`config.mk`:
```
export PLATFORM = sky130hd
export DESIGN_NAME = falu_arbiter
export DESIGN_NICKNAME = d
export VERILOG_FILES = /design/src/rtl/falu_arbiter.sv
export SDC_FILE = /design/constraint.sdc
export NUM_CORES = 1
export LEC_CHECK = 0
export ABC_AREA = 0
export BUFFER_PORTS_ARGS = -buffer_cell sky130_fd_sc_hd__buf_4
export CELL_PAD_IN_SITES_DETAIL_PLACEMENT = 2
export CELL_PAD_IN_SITES_GLOBAL_PLACEMENT = 2
export CORE_AREA = 2 2 238 240
export CTS_BUF_LIST = sky130_fd_sc_hd__clkbuf_2 sky130_fd_sc_hd__clkbuf_4 sky130_fd_sc_hd__clkbuf_8
export CTS_CLUSTER_SIZE = 40
export DETAILED_ROUTE_END_ITERATION = 8
export DIE_AREA = 0 0 240 242
export PLACE_DENSITY_LB_ADDON = 0.1
export SLEW_MARGIN = 20
export SYNTH_ARGS = -nofsm -noshare
export SYNTH_HDL_FRONTEND = slang
export SYNTH_SLANG_ARGS = --single-unit
```
`constraint.sdc`:
```
create_clock -name clk -period 2.5 [get_ports clk]
set_input_delay 0.125 -clock clk [delete_from_list [all_inputs] [get_ports clk]]
set_output_delay 0.125 -clock clk [all_outputs]
set_load 0.01 [all_outputs]
```
`src/rtl/falu_arbiter.sv`:
```
// Round-robin arbiter sharing one combinational fALU between two requesters.
// Operands are held on the ALU for ALU_LAT cycles, then the result is returned on a valid/ready channel.
module falu_arbiter #(
  parameter int unsigned ALU_LAT = 2
) (
  input  logic        clk,
  input  logic        rst_n,
  input  logic        req0_valid,
  output logic        req0_ready,
  input  logic [3:0]  req0_op,
  input  logic [63:0] req0_a,
  input  logic [63:0] req0_b,
  output logic        resp0_valid,
  input  logic        resp0_ready,
  output logic [63:0] resp0_data,
  output logic        resp0_con,
  output logic        resp0_err,
  input  logic        req1_valid,
  output logic        req1_ready,
  input  logic [3:0]  req1_op,
  input  logic [63:0] req1_a,
  input  logic [63:0] req1_b,
  output logic        resp1_valid,
  input  logic        resp1_ready,
  output logic [63:0] resp1_data,
  output logic        resp1_con,
  output logic        resp1_err,
  output logic [63:0] alu_in1,
  output logic [63:0] alu_in2,
  output logic [3:0]  alu_control,
  input  logic [63:0] alu_out,
  input  logic        alu_con,
  output logic        busy,
  output logic [1:0]  dbg_state
);

  // Handshake: a transfer happens on a rising edge where valid && ready are both 1.
  // Requesters hold valid and payload stable until ready; the arbiter holds resp
  // valid/data/con/err stable until the owner's resp_ready.

  typedef enum logic [1:0] {
    S_IDLE = 2'd0,
    S_EXEC = 2'd1,
    S_RESP = 2'd2
  } state_t;

  localparam logic [3:0] CNT_INIT = 4'(ALU_LAT - 1);

  state_t      r_state;
  state_t      w_next_state;
  logic        r_rr_ptr;
  logic        r_owner;
  logic [3:0]  r_cnt;
  logic [63:0] r_alu_in1;
  logic [63:0] r_alu_in2;
  logic [3:0]  r_alu_control;
  logic [63:0] r_resp_data;
  logic        r_resp_con;
  logic        r_resp_err;

  logic        w_any_valid;
  logic        w_grant_idx;
  logic        w_accept;
  logic [3:0]  w_sel_op;
  logic [63:0] w_sel_a;
  logic [63:0] w_sel_b;
  logic        w_resp_hs;
  logic        w_resp0_vld;
  logic        w_resp1_vld;
  logic        w_is_cmp;
  logic [63:0] w_add_data;

  // r_rr_ptr names the requester that wins when both ask in the same cycle.
  always_comb begin
    w_any_valid = req0_valid | req1_valid;
    w_grant_idx = 1'b0;
    if (req0_valid && req1_valid) begin
      w_grant_idx = r_rr_ptr;
    end else if (req1_valid) begin
      w_grant_idx = 1'b1;
    end
  end

  assign w_accept   = (r_state == S_IDLE) && w_any_valid;
  assign req0_ready = w_accept && !w_grant_idx;
  assign req1_ready = w_accept && w_grant_idx;

  assign w_sel_op = w_grant_idx ? req1_op : req0_op;
  assign w_sel_a  = w_grant_idx ? req1_a  : req0_a;
  assign w_sel_b  = w_grant_idx ? req1_b  : req0_b;

  assign w_resp0_vld = (r_state == S_RESP) && !r_owner;
  assign w_resp1_vld = (r_state == S_RESP) && r_owner;
  assign w_resp_hs   = (w_resp0_vld && resp0_ready) || (w_resp1_vld && resp1_ready);

  // Compare ops return only the flag; single adds drop the forwarded low word.
  assign w_is_cmp   = (r_alu_control[1:0] != 2'b00);
  assign w_add_data = r_alu_control[2] ? alu_out : {alu_out[63:32], 32'h0};

  always_comb begin
    w_next_state = r_state;
    case (r_state)
      S_IDLE: begin
        if (w_accept) begin
          w_next_state = w_sel_op[3] ? S_RESP : S_EXEC;
        end
      end
      S_EXEC: begin
        if (r_cnt == 4'd0) begin
          w_next_state = S_RESP;
        end
      end
      S_RESP: begin
        if (w_resp_hs) begin
          w_next_state = S_IDLE;
        end
      end
      default: w_next_state = S_IDLE;
    endcase
  end

  always_ff @(posedge clk or negedge rst_n) begin
    if (!rst_n) begin
      r_state <= S_IDLE;
    end else begin
      r_state <= w_next_state;
    end
  end

  always_ff @(posedge clk or negedge rst_n) begin
    if (!rst_n) begin
      r_rr_ptr      <= 1'b0;
      r_owner       <= 1'b0;
      r_cnt         <= 4'd0;
      r_alu_in1     <= 64'h0;
      r_alu_in2     <= 64'h0;
      r_alu_control <= 4'd0;
      r_resp_data   <= 64'h0;
      r_resp_con    <= 1'b0;
      r_resp_err    <= 1'b0;
    end else begin
      case (r_state)
        S_IDLE: begin
          if (w_accept) begin
            r_owner  <= w_grant_idx;
            r_rr_ptr <= ~w_grant_idx;
            if (w_sel_op[3]) begin
              // Illegal op: answer at once and leave the ALU operands untouched.
              r_resp_data <= 64'h0;
              r_resp_con  <= 1'b0;
              r_resp_err  <= 1'b1;
            end else begin
              r_alu_in1     <= w_sel_a;
              r_alu_in2     <= w_sel_b;
              r_alu_control <= w_sel_op;
              r_cnt         <= CNT_INIT;
            end
          end
        end
        S_EXEC: begin
          if (r_cnt == 4'd0) begin
            r_resp_data <= w_is_cmp ? 64'h0 : w_add_data;
            r_resp_con  <= w_is_cmp ? alu_con : 1'b0;
            r_resp_err  <= 1'b0;
          end else begin
            r_cnt <= r_cnt - 4'd1;
          end
        end
        default: ;
      endcase
    end
  end

  assign alu_in1     = r_alu_in1;
  assign alu_in2     = r_alu_in2;
  assign alu_control = r_alu_control;

  assign resp0_valid = w_resp0_vld;
  assign resp0_data  = w_resp0_vld ? r_resp_data : 64'h0;
  assign resp0_con   = w_resp0_vld & r_resp_con;
  assign resp0_err   = w_resp0_vld & r_resp_err;
  assign resp1_valid = w_resp1_vld;
  assign resp1_data  = w_resp1_vld ? r_resp_data : 64'h0;
  assign resp1_con   = w_resp1_vld & r_resp_con;
  assign resp1_err   = w_resp1_vld & r_resp_err;

  assign busy      = (r_state != S_IDLE);
  assign dbg_state = r_state;

endmodule

```
==> results.tsv, run 1 <==
stage	metric	value	unit
status	status	finished clean	
yosys	ys_top_cells_by_count	mux2_2 (216), dfrtp_1 (205), and2_1 (132), mux2_1 (47)	
worst_setup_path	worst-path-stages	6	
yosys	async_reset_ff_share	100	%
clocking	cts-buffers-inserted	44	
place	place.gp.congestion	0.770	
place	dpl_cell_area	16000	sq um
place	hpwl	38200	um
worst_setup_path	critPathTopFamily	simple AND/OR/NAND/NOR gates	
clocking	tritoncts	yes	
flow_run	cap_viol_max_count	0	
yosys	synth_enable_flop_cells	0	
global_route	gr-usage-all-layers	18.2	%
global_route	overflow	0	
sta	tns	0	ns
yosys	post_synth.cell_area_avg	12.4	sq um
worst_setup_path	crit_type	reg -> reg	
worst_setup_path	worst-r2r-cell-count	6	
sta	hold_viol	0	
sta	fmaxAchievable	0.426	GHz
clocking	insertion_delay	0.59	ns
yosys	syn-num-nets	1180	
worst_setup_path	worstSetupEndpointType	flip-flop	
clocking	cts_resized	0	
worst_setup_path	crit_arrival	2.78	ns
sta	setup_viol	0	
yosys	seq_area_frac_synth	49.2	%
yosys	syn-cell-area	10400	sq um
sta	min_period	2.34	ns
worst_setup_path	path_buf_inv	2	
global_route	grt_pass1_wl	79200	um
detailed_routing	drt_iter0_drc	169	
yosys	syn_inst	843	
yosys	yosysWarnings	0	
power_and_ir_drop	ir_worst_vdd	0.443	mV
detailed_routing	via_per_inst	4.05	
global_route	grt_pass1_vias	12200	
clocking	cts-root-buf	clkbuf_8	
detailed_routing	drc_errors	0	
yosys	synth_most_common_cell	mux2_2	
floorplan	num_rows	87	
sta	worstMarginPinSlew	0.743	ns
global_route	antenna_found_initial	4	
worst_setup_path	slowest_delay	0.37	ns
worst_setup_path	cp-start-kind	flip-flop	
sta	rsz0062_at_grt	false	
global_route	grt_max_degree	82	
detailed_routing	vias	10500	
yosys	synth-seq-cells	205	
worst_setup_path	slowest_stage	dfrtp_1	
sta	period_share	93.8	%
floorplan	die_w	240	um
sta	fin_skew	0.0317	ns
place	numPortBuffers	604	
clocking	htree_levels	2	
worst_setup_path	path_cells	or2_1 > or2_1 > a211oi_4 > buf_4 > buf_4 > mux2_2	
worst_setup_path	path_max_fanout	19	
worst_setup_path	endpoint	alu_in1[20]	
worst_setup_path	rrSetupSlack	0.16	ns
detailed_routing	antenna_left	0	
worst_setup_path	crit-reg2reg-capture	alu_in1[20]	
cells_and_area	fin_area	20200	sq um
detailed_routing	wirelength	53400	um
cells_and_area	fin_nets	2137	
place	dp.cells	2176	
clocking	path_clk_slew	0.06	ns
clocking	clkSinkCount	205	
clocking	cts_buffer_depth	3	
yosys	synth_top_area_share	49.2	%
sta	hold_ws	0.0985	ns
power_and_ir_drop	leakagePower	9.60	nW
hold_path	min_path_type	in -> reg	
worst_setup_path	worstPathRequired	2.94	ns
yosys	netlist-cell-type-count	38	
power_and_ir_drop	p_per_area	851	nW/um^2
cells_and_area	syn2layout_area_growth	93.7	%
yosys	synthFlopType	dfrtp_1	
detailed_routing	first_pass_iters	3	
cells_and_area	final_cells	2588	
cells_and_area	layout-drive-gt1-share	51.1	%
sta	drv_slew	0	
sta	maxSlewHeadroom	50.5	%
floorplan	die_area	58100	sq um
floorplan	io_pins	606	
cells_and_area	fillers	6011	
floorplan	die_height	242	um
floorplan	initial_core_util	18.7	%
worst_setup_path	r2r-start	dbg_state[0]	
worst_setup_path	cp-startpoint	dbg_state[0]	
yosys	yosysTopAreaCell	dfrtp_1	
detailed_routing	wl_per_cell	20.6	um
floorplan	core_area	55700	sq um
cells_and_area	final_core_util	36.2	%
yosys	ys_top_cells_by_area	dfrtp_1 (49%), mux2_2 (23%), and2_1 (7.9%), mux2_1 (5.1%), mux2i_1 (3.1%)	
[state kept, by name (all words and copies together), names as in the netlist]
| register | flops |
|---|---|
| r_rr_ptr | 1 |
| alu_in2 | 64 |
| r_resp_con | 1 |
| r_resp_data | 64 |
| r_cnt | 4 |
| dbg_state | 2 |
| alu_control | 3 |
| r_resp_err | 1 |
| r_owner | 1 |
| alu_in1 | 64 |
[power by group]
group / total (mW) / internal (mW) / switching [mW]
logic: 7.87 / 4.18 / 3.68
registers: 5.58 / 4.70 / 0.874
clock network: 3.74 / 2.17 / 1.57
[worst min-delay path, cell delays in order]
cell	delay [ns]
buf_4	0.13
a211oi_1	0.08
buf_4	0.16
a21o_1	0.16
[worst min-delay path by stage]
stage,start,end,slack [ns],depth (start not counted)
floorplan,rst_n,alu_control[0],-0.17,0
global placement,rst_n,r_resp_data[43],0.20,1
detailed placement,rst_n,r_resp_data[40],0.19,1
CTS,req1_valid,r_rr_ptr,0.02,4
global route,req1_valid,r_rr_ptr,0.06,4
finish,req1_valid,r_rr_ptr,0.1,4
[area by class of cell]
class / count / area (sq um) / area share, %
Inverter: 38 / 143 / 0.706
Timing Repair Buffer: 968 / 8210 / 40.6
Sequential cell: 205 / 5130 / 25.4
Clock inverter: 5 / 55.1 / 0.273
Multi-Input combinational cell: 543 / 4880 / 24.2
Tap cell: 756 / 946 / 4.68
Antenna cell: 4 / 10.0 / 0.0496
Clock buffer: 69 / 825 / 4.08
[per-stage QoR]
| stage | power [mW] | setup slack, ns |
|---|---|---|
| final | 17.2 | 0.155 |
| after global routing | 18.4 | 0.0264 |
| after CTS | 17.6 | 0.0820 |
| after detailed placement | 13.1 | 0.0302 |
| after global placement | 13.0 | 0.117 |
| after floorplan | 8.97 | 0.332 |
[what timing repair did]
action | 4_1_cts | 5_1_grt
endpoints found under the setup margin | 6 | 0
hold endpoints to repair | 272 | 0
buffers inserted | 2 | 0
hold buffers | 332 | 0
[routing by layer]
| layer | vias to the layer above | wire length, um | GRT usage (%) |
|---|---|---|---|
| met5 | - | 16 | 0 |
| met4 | 2 | 2200 | 7.82 |
| met3 | 110 | 3560 | 5.08 |
| met2 | 364 | 27300 | 32.1 |
| met1 | 5180 | 20300 | 20.3 |
| li1 | 4820 | - | - |
[placed cells by master, fill, tap and decap left out, drive strengths merged, types with 2 or more instances in the layout]
cell type / synthesis / layout
clkinvlp: 0 / 2
a22o: 32 / 32
mux2: 263 / 263
o21ai: 3 / 3
nand3: 2 / 2
a21o: 3 / 3
and2: 132 / 132
nor3: 4 / 4
dfrtp: 205 / 205
nand2: 38 / 38
nor2: 6 / 6
a21oi: 2 / 2
inv: 38 / 38
diode: 0 / 4
nor2b: 2 / 2
buf: 23 / 636
dlygate4sd3: 0 / 332
clkbuf: 34 / 69
clkinv: 0 / 2
mux2i: 32 / 32
or2: 2 / 2
ha: 2 / 2
nor3b: 2 / 2
nand2b: 2 / 2
a211oi: 4 / 4
[logic make-up after synthesis]
group	Yosys count	synth area share [%]
buffers and inverters	95	4.31
and+or+nand+nor	194	10.6
AOI/OAI and AO/OA	51	4.12
muxes	295	31.5
adders and majority gates	2	0.240
DFF	205	49.2
other	1	0.0360
(Power assumes the default switching activity.)
==> inputs of run 2 (changes only) <==
--- a/config.mk
+++ b/config.mk
@@ -11,10 +11,12 @@
 export CELL_PAD_IN_SITES_GLOBAL_PLACEMENT = 2
 export CORE_AREA = 2 2 238 240
 export CTS_BUF_LIST = sky130_fd_sc_hd__clkbuf_2 sky130_fd_sc_hd__clkbuf_4 sky130_fd_sc_hd__clkbuf_8
+export CTS_CLUSTER_DIAMETER = 30
 export CTS_CLUSTER_SIZE = 40
 export DETAILED_ROUTE_END_ITERATION = 8
 export DIE_AREA = 0 0 240 242
-export PLACE_DENSITY_LB_ADDON = 0.1
+export GPL_TIMING_DRIVEN = 0
+export PLACE_DENSITY = 0.63
 export SLEW_MARGIN = 20
 export SYNTH_ARGS = -nofsm -noshare
 export SYNTH_HDL_FRONTEND = slang
==> results.tsv, run 2 (synthesis gave the netlist of run 1 again) <==
stage	metric	value	unit	change
status	status	finished clean		
cells_and_area	layout-drive-gt1-share	53.2	%	+2.1 points
power_and_ir_drop	comb_power_share	40.5	%	-5.3 points
place	dpl_worst_slack	-0.579	ns	-0.609 ns
floorplan	initial_core_util	18.7	%	unchanged
detailed_routing	wirelength	61300	um	+15%
cells_and_area	syn2layout_area_growth	103	%	
sta	hold_viol	0		unchanged
global_route	grt_pass1_vias	13500		+10%
sta	tns	0	ns	unchanged
detailed_routing	via_per_inst	4.15		+2.5%
cells_and_area	final_cells	2689		+3.9%
worst_setup_path	worstPathRequired	3.04	ns	+0.10 ns
power_and_ir_drop	clockPowerShare	31.0	%	+9.2 points
floorplan	die_height	242	um	unchanged
worst_setup_path	r2r-start	r_owner		
worst_setup_path	worst-r2r-cell-count	6		unchanged
power_and_ir_drop	ir_worst_vdd	0.480	mV	+8.3%
clocking	cts-root-buf	clkbuf_8		
clocking	path_clk_slew	0.04	ns	-0.02 ns
power_and_ir_drop	swShare	36.3	%	+0.68 points
global_route	gr-usage-all-layers	20.9	%	+2.7 points
place	numPortBuffers	604		unchanged
sta	period_share	94.7	%	+0.92 points
worst_setup_path	worstSetupEndpointType	flip-flop		
sta	rsz0062_at_grt	false		
worst_setup_path	cp-startpoint	r_owner		
global_route	grt_max_degree	77		-6.1%
place	hpwl	38800	um	+1.8%
power_and_ir_drop	leakagePower	10.1	nW	+5.5%
worst_setup_path	endpoint	dbg_state[1]		
power_and_ir_drop	p_switching	7.40	mW	+21%
floorplan	core_area	55700	sq um	unchanged
hold_path	min_path_type	in -> async		
floorplan	num_rows	87		unchanged
clocking	insertion_delay	0.66	ns	+0.07 ns
sta	worstMarginPinSlew	0.728	ns	-0.0152 ns
place	dp.cells	2206		+1.4%
cells_and_area	layout_common_cells	buf_4 (609), dlygate4sd3_1 (332), mux2_2 (216)		
worst_setup_path	cp-start-kind	flip-flop		
worst_setup_path	crit_arrival	2.91	ns	+0.13 ns
sta	setup_viol	0		unchanged
sta	drv_slew	0		unchanged
global_route	grt_pass1_wl	90400	um	+14%
cells_and_area	final_common_cell	buf_4		
flow_run	cap_viol_max_count	0		unchanged
detailed_routing	drt_iter0_drc	278		+64%
power_and_ir_drop	pwr-share-seq	28.5	%	-4.0 points
clocking	cts-buffers-inserted	77		+75%
clocking	cts_buffer_depth	3		unchanged
floorplan	die_w	240	um	unchanged
floorplan	io_pins	606		unchanged
sta	fmaxAchievable	0.422	GHz	-0.97%
sta	min_period	2.37	ns	+0.0230 ns
cells_and_area	fin_nets	2203		+3.1%
power_and_ir_drop	report.power.total	20.4	mW	+18%
sta	maxSlewHeadroom	51.5	%	+1.0 points
detailed_routing	vias	11200		+6.5%
worst_setup_path	rrSetupSlack	0.13	ns	-0.02 ns
sta	fin_skew	0.0509	ns	+0.0192 ns
clocking	clkSinkCount	205		unchanged
clocking	tritoncts	yes		
worst_setup_path	crit_type	reg -> reg		
floorplan	die_area	58100	sq um	unchanged
worst_setup_path	crit-reg2reg-capture	dbg_state[1]		
power_and_ir_drop	p_int	13.0	mW	+17%
sta	hold_ws	0.0877	ns	-0.0109 ns
global_route	antenna_found_initial	7		+3
clocking	htree_levels	3		+1
sta	layout_setup_ws	0.132	ns	-0.0230 ns
worst_setup_path	path_max_fanout	4		-15
power_and_ir_drop	p_per_area	962	nW/um^2	+13%
detailed_routing	antenna_left	0		unchanged
detailed_routing	wl_per_cell	22.8	um	+11%
global_route	overflow	0		unchanged
place	place.gp.congestion	0.778		+1.1%
detailed_routing	first_pass_iters	4		+1
detailed_routing	drc_errors	0		unchanged
[run 2: critical path, stage by stage (launching register included)]
cell and delay [ns]:
dfrtp_2 0.44, mux2_2 0.35, dlygate4sd3_1 0.56, o21ai_1 0.16, o41ai_1 0.09, dlygate4sd3_1 0.58, nor2_1 0.10
[run 2: worst min path at each step]
| stage | from | end | slack [ns] |
|---|---|---|---|
| finish | rst_n | r_resp_data[9] | 0.09 |
| global route | rst_n | r_resp_data[9] | 0.07 |
| CTS | rst_n | r_resp_data[9] | 0.009 |
| detailed placement | rst_n | r_resp_data[9] | 0.12 |
| global placement | alu_out[42] | r_resp_data[42] | 0.34 |
| floorplan | rst_n | alu_control[0] | -0.17 |
[run 2: area by class of cell]
cell class	count	area, sq um
antenna	7	17.5
buffer	56	370
clock buffer	121	1570
clock inverter	18	121
fill	5928	34600
inverter	38	143
multi-input combinational	543	4890
sequential	205	5130
tap	756	946
timing repair buffer	945	7970
[run 2: what timing repair did]
| item | in CTS | in global routing |
|---|---|---|
| buffers inserted | 4 | 2 |
| resized for setup | 33 | 25 |
| cloned | 0 | 0 |
| hold buffers | 332 | 0 |
| hold endpoints to repair | 403 | 0 |
| pin swaps | 1 | 0 |
| setup endpoints to repair | 276 | 146 |
[run 2: power groups by stage]
stage	logic, mW	registers [mW]	clock network [mW]
5_1_grt	8.77	6.00	6.68
2_1_floorplan	3.04	5.93	0
3_3_place_gp	7.23	5.56	0
4_1_cts	7.97	5.66	6.35
3_5_place_dp	7.38	5.65	0
6_report	8.25	5.81	6.30
[run 2: metrics by stage]
| stage | utilization (%) | area [sq um] |
|---|---|---|
| final | 38.0 | 21200 |
| after global routing | 38.0 | 21200 |
| after CTS | 37.8 | 21100 |
| after detailed placement | 28.7 | 16000 |
| after global placement | 28.5 | 15900 |
| after floorplan | - | 10400 |
[run 2: routing by layer]
metal | global-route usage, % | up-vias | routed length, um
li1 | - | 4972 | -
met1 | 20.6 | 5580 | 21300
met2 | 40.1 | 484 | 33500
met3 | 6.80 | 118 | 4420
met4 | 7.36 | 0 | 2080
met5 | 0 | - | 0
